--- src/rtl/button_debouncer.sv ---
// button_debouncer: two-flop synchroniser plus debounce FSM for one raw pushbutton.
// Reports the clean level, press/release pulses, a single long-press event with
// a held level, and a wrapping count of committed presses. All outputs are flops.
module button_debouncer #(
  parameter int unsigned DEBOUNCE_CYCLES   = 1_000_000,
  parameter int unsigned LONG_PRESS_CYCLES = 100_000_000,
  parameter int unsigned CNT_W             = 32,
  parameter int unsigned PRESS_CNT_W       = 8
) (
  input  logic                   clk,
  input  logic                   rst,
  input  logic                   btn_in,
  output logic                   btn_level,
  output logic                   press_pulse,
  output logic                   release_pulse,
  output logic                   long_press,
  output logic                   held,
  output logic [PRESS_CNT_W-1:0] press_count
);

  typedef enum logic [1:0] {
    IDLE         = 2'd0,
    PRESS_WAIT   = 2'd1,
    PRESSED      = 2'd2,
    RELEASE_WAIT = 2'd3
  } state_t;

  // Terminal counts: a level change commits once deb_cnt reaches DEB_LAST,
  // long_press fires once hold_cnt reaches LONG_LAST.
  localparam logic [CNT_W-1:0]       DEB_LAST  = CNT_W'(DEBOUNCE_CYCLES - 32'd1);
  localparam logic [CNT_W-1:0]       LONG_LAST = CNT_W'(LONG_PRESS_CYCLES - 32'd1);
  localparam logic [CNT_W-1:0]       CNT_ZERO  = {CNT_W{1'b0}};
  localparam logic [CNT_W-1:0]       CNT_ONE   = {{(CNT_W-1){1'b0}}, 1'b1};
  localparam logic [PRESS_CNT_W-1:0] PCNT_ONE  = {{(PRESS_CNT_W-1){1'b0}}, 1'b1};

  state_t                 state_q, state_d;
  logic                   s1_q, s1_d;
  logic                   s2_q, s2_d;
  logic [CNT_W-1:0]       deb_cnt_q, deb_cnt_d;
  logic [CNT_W-1:0]       hold_cnt_q, hold_cnt_d;
  logic                   btn_level_q, btn_level_d;
  logic                   press_pulse_q, press_pulse_d;
  logic                   release_pulse_q, release_pulse_d;
  logic                   long_press_q, long_press_d;
  logic                   held_q, held_d;
  logic [PRESS_CNT_W-1:0] press_count_q, press_count_d;
  logic                   hold_tick_s;

  // Next-state logic: synchroniser shift, debounce FSM and hold timer.
  always_comb begin
    s1_d            = btn_in;
    s2_d            = s1_q;
    state_d         = state_q;
    deb_cnt_d       = deb_cnt_q;
    hold_cnt_d      = hold_cnt_q;
    btn_level_d     = btn_level_q;
    press_pulse_d   = 1'b0;
    release_pulse_d = 1'b0;
    long_press_d    = 1'b0;
    held_d          = held_q;
    press_count_d   = press_count_q;
    hold_tick_s     = 1'b0;

    case (state_q)
      IDLE: begin
        if (s2_q) begin
          state_d   = PRESS_WAIT;
          deb_cnt_d = CNT_ZERO;
        end else begin
          state_d   = IDLE;
        end
      end
      PRESS_WAIT: begin
        if (!s2_q) begin
          state_d       = IDLE;
        end else if (deb_cnt_q == DEB_LAST) begin
          state_d       = PRESSED;
          btn_level_d   = 1'b1;
          press_pulse_d = 1'b1;
          press_count_d = press_count_q + PCNT_ONE;
          hold_cnt_d    = CNT_ZERO;
        end else begin
          deb_cnt_d     = deb_cnt_q + CNT_ONE;
        end
      end
      PRESSED: begin
        hold_tick_s = 1'b1;
        if (!s2_q) begin
          state_d   = RELEASE_WAIT;
          deb_cnt_d = CNT_ZERO;
        end else begin
          state_d   = PRESSED;
        end
      end
      RELEASE_WAIT: begin
        if (s2_q) begin
          // Release glitch: return to PRESSED, hold timer keeps running.
          state_d     = PRESSED;
          hold_tick_s = 1'b1;
        end else if (deb_cnt_q == DEB_LAST) begin
          // Release commit overrides a long-press threshold on the same cycle.
          state_d         = IDLE;
          btn_level_d     = 1'b0;
          release_pulse_d = 1'b1;
          held_d          = 1'b0;
          hold_cnt_d      = CNT_ZERO;
        end else begin
          deb_cnt_d   = deb_cnt_q + CNT_ONE;
          hold_tick_s = 1'b1;
        end
      end
      default: begin
        state_d     = IDLE;
        deb_cnt_d   = CNT_ZERO;
        hold_cnt_d  = CNT_ZERO;
        btn_level_d = 1'b0;
        held_d      = 1'b0;
      end
    endcase

    // Hold timer saturates at the threshold so long_press fires once per press.
    if (hold_tick_s) begin
      if ((hold_cnt_q == LONG_LAST) && !held_q) begin
        long_press_d = 1'b1;
        held_d       = 1'b1;
      end else begin
        long_press_d = 1'b0;
      end
      if (hold_cnt_q != LONG_LAST) begin
        hold_cnt_d = hold_cnt_q + CNT_ONE;
      end else begin
        hold_cnt_d = hold_cnt_q;
      end
    end else begin
      hold_cnt_d = hold_cnt_d;
    end
  end

  // State and output registers; reset clears everything immediately.
  always_ff @(posedge clk or posedge rst) begin
    if (rst) begin
      state_q         <= IDLE;
      s1_q            <= 1'b0;
      s2_q            <= 1'b0;
      deb_cnt_q       <= CNT_ZERO;
      hold_cnt_q      <= CNT_ZERO;
      btn_level_q     <= 1'b0;
      press_pulse_q   <= 1'b0;
      release_pulse_q <= 1'b0;
      long_press_q    <= 1'b0;
      held_q          <= 1'b0;
      press_count_q   <= {PRESS_CNT_W{1'b0}};
    end else begin
      state_q         <= state_d;
      s1_q            <= s1_d;
      s2_q            <= s2_d;
      deb_cnt_q       <= deb_cnt_d;
      hold_cnt_q      <= hold_cnt_d;
      btn_level_q     <= btn_level_d;
      press_pulse_q   <= press_pulse_d;
      release_pulse_q <= release_pulse_d;
      long_press_q    <= long_press_d;
      held_q          <= held_d;
      press_count_q   <= press_count_d;
    end
  end

  assign btn_level     = btn_level_q;
  assign press_pulse   = press_pulse_q;
  assign release_pulse = release_pulse_q;
  assign long_press    = long_press_q;
  assign held          = held_q;
  assign press_count   = press_count_q;

endmodule
--- config.mk ---
export PLATFORM = sky130hd
export DESIGN_NAME = button_debouncer
export DESIGN_NICKNAME = d
export VERILOG_FILES = /design/src/rtl/button_debouncer.sv
export SDC_FILE = /design/constraint.sdc
export NUM_CORES = 1
export LEC_CHECK = 0
export CORE_ASPECT_RATIO = 1.75
export CORE_MARGIN = 2
export CORE_UTILIZATION = 50
export CTS_CLUSTER_SIZE = 24
export DETAILED_ROUTE_END_ITERATION = 10
export PLACE_DENSITY_LB_ADDON = 0.1
export SYNTH_ARGS = -nofsm -noshare
export SYNTH_HDL_FRONTEND = slang
export SYNTH_SLANG_ARGS = --single-unit
--- constraint.sdc ---
create_clock -name clk -period 3.2 [get_ports clk]
set_input_delay 0.8 -clock clk [delete_from_list [all_inputs] [get_ports clk]]
set_output_delay 0.8 -clock clk [all_outputs]
set_load 0.1 [all_outputs]
==> flow_summary.ini <==
[floorplan]
core_area_um2 = 8670
start_util = 0.512
dieArea_um2 = 9670
die_width_um = 75.2
rows = 45
top_level_ports = 16
die_y_um = 129

[power]
p_per_area_nw_per_um2 = 454
irDropWorstVdd_mv = 0.296
cellLeakagePower_nw = 2.09
power_mw = 2.26

[yosys]
synth_ff_type = dfrtp_1
synth_area_per_cell_um2 = 9.30
synth_fp_nets = 483
synthesis.area_um2 = 4440
ys_warn_count = 0
ys_seq_area_frac = 0.457
ys_types = 57
synth_edf_count = 0
synth_cells = 477
async_reset_ff_frac = 1.00
ys_ff_latch = 81

[critical_path]
start_kind = flop
critPathMaxStageDelay_ps = 530
regToRegStartpoint = deb_cnt_q[0]
cp_slowest_cell = o31a_2
crit_path_cell_trace = ha_1 > nor4bb_1 > nand4_1 > o31a_2 > and2_1 > a21oi_1 > mux2i_1
worstPathRequired_ps = 3420
critPathTopFamily = simple AND/OR/NAND/NOR gates
rr_worst_depth = 7
r2r-end = hold_cnt_q[20]
path_max_fanout = 14
worst-setup-path-type = flop to flop
end_kind = flop
cp_num_buf_inv = 0
r2r_setup_slack_ps = 750
crit_arrival_ps = 2670

[clocking]
cts_hold_buf = 0
clkLatencyLatePin_ps = 340
numCtsBuffers = 9
cts.path.max_buffers = 2
cts_tree = built
cts.sinks = 81
cts.repair.resized = 0
clock-root-buffer = clkbuf_16
post_cts_buffers = 0
clkTransAtPathRegs_ps = 60
h-tree-depth = 3

[finish]
nets = 493
multi_input_comb_area_um2 = 2240
antennaDiodeCount = 0
final_common_cell = dfrtp_1
register_area_um2 = 2030
final_util = 0.575
fillCellCount = 808
layout-drive-gt1-share = 0.122
area_delta_synth_final_pct = 12.4
final_cell_mix = dfrtp_1, nor2_1, nand2_1, xnor2_1, nand3_1

[place]
portBuffers = 15
place_congestion = 0.814
hpwl_mm = 7.25

[detailed_routing]
ant_nets = 0
wl_per_cell_um = 16.9
wl_mm = 10.3
drc = 0
dr.pass1.iters = 5
num_vias = 3623
drt_iter0_markers = 182
avgViaCountPerCell = 5.95

[timing]
fin_tns_setup_ps = 0
post-route-period-util = 0.765
drv_slew = 0
hold_slack_ps = 354
hold_violations = 0
maxSlewHeadroom = 0.467
finalSetupViolCount = 0
finalCriticalPeriod_ps = 2450
fmax_mhz = 409
skew_ps = 7.47
tightest_slew_ps = 797
rsz0062_at_grt = no

[run]
cap_violations = 0

[grt]
first_global_vias = 3475
grt_overflow = 0
grt_max_degree = 44
grt_antenna_before_repair = 0
grt_pass1_wl_mm = 17.0
grt_usage = 0.232

[hold_path]
holdCritPathClass = flop to flop
min_to = s2_q
min_from = s1_q
worstHoldPathCells = 0

[run_status]
status = finished, final reports clean
## layer usage
layer  up-vias  track usage  routed length, um
met5         -            0                  0
met4         0        0.126                289
met3        20       0.0415                180
met2        47        0.399               5720
met1      1807        0.264               4130
li1       1749            -                  -
## per-stage QoR
stage	instances	worst slack, ps	instance area [um^2]
3_5_place_dp	593	784	4660
6_report	609	753	4990
4_1_cts	609	760	4990
5_1_grt	609	540	4990
2_1_floorplan	477	320	4440
3_3_place_gp	593	846	4660
## kinds of logic after synthesis
group,after synthesis,synth area share
muxes,2,0.00479
xor gates and xnor gates,35,0.0691
DFF,81,0.457
and+or+nand+nor,234,0.302
buffers and inverters,39,0.0398
adders and majority gates,3,0.00846
AOI/OAI and AO/OA,83,0.119
## where the power goes
| part | switching [mW] | leakage [nW] | internal (mW) |
|---|---|---|---|
| clock | 0.428 | 0.159 | 0.707 |
| sequential | 0.0198 | 1.12 | 1.04 |
| combinational | 0.0485 | 0.804 | 0.0244 |
## layout make-up
| type | count | share of cell area |
|---|---|---|
| well taps | 117 | 0.0293 |
| inverters | 16 | 0.0123 |
| clock inverters | 6 | 0.0181 |
| flip-flops and latches | 81 | 0.406 |
| multi-input cells | 357 | 0.449 |
| clock buffers | 10 | 0.0479 |
| repair buffers | 22 | 0.0366 |
## synthesized netlist by cell type (2+ instances only)
cell type  instances  share of area
a21o_1             3         0.0051
a21oi_1           14          0.016
a22o_1             3         0.0059
a22oi_1            2         0.0034
a31o_2             2         0.0039
a31oi_1           11          0.016
and2_1             4         0.0056
and3_1             9          0.013
and4_1            11          0.022
buf_2             11          0.012
buf_6              2         0.0051
clkbuf_1           9         0.0076
dfrtp_1           81           0.46
ha_1               3         0.0085
inv_1             16          0.014
nand2_1           51          0.043
nand3_1           24          0.027
nand4_1           18          0.025
nand4_2            2         0.0056
nor2_1            51          0.043
nor3_1            16          0.018
nor4_1            21          0.030
nor4_4             2         0.0096
nor4b_1            3         0.0059
nor4b_4            2          0.011
nor4bb_1           2         0.0045
o21ai_0           23          0.026
o21ai_1            7         0.0079
o21bai_1           2         0.0034
o31ai_1            8          0.014
or3_1              5         0.0071
xnor2_1           31          0.061
xor2_1             4         0.0079
## registers in the layout, summed over array words and instances (netlist names), named ones only
name           flops
s1_q               1
held               1
state_q            1
press_count        8
long_press         1
release_pulse      1
hold_cnt_q        32
deb_cnt_q         32
btn_level          1
press_pulse        1
s2_q               1
## worst reg2reg max path: cells and delay by family (launching register included)
family	cells	cell delay, ps
multiplexers	1	80
AND/OR/NAND/NOR	3	910
adder cells (fa/ha/maj)	1	220
AO/OA/AOI/OAI	2	700
flip-flops	1	410
## how the worst max path moves through the flow
stage | cells after the start | startpoint | slack (ps) | endpoint
2_1_floorplan | 1 | rst | 320 | asynchronous set/reset pin
3_3_place_gp | 7 | deb_cnt_q[0] | 850 | hold_cnt_q[5]
3_5_place_dp | 7 | deb_cnt_q[0] | 780 | hold_cnt_q[20]
4_1_cts | 7 | deb_cnt_q[0] | 760 | hold_cnt_q[20]
5_1_grt | 7 | deb_cnt_q[0] | 540 | hold_cnt_q[20]
6_report | 7 | deb_cnt_q[0] | 750 | hold_cnt_q[20]
(Power assumes the default switching activity.)
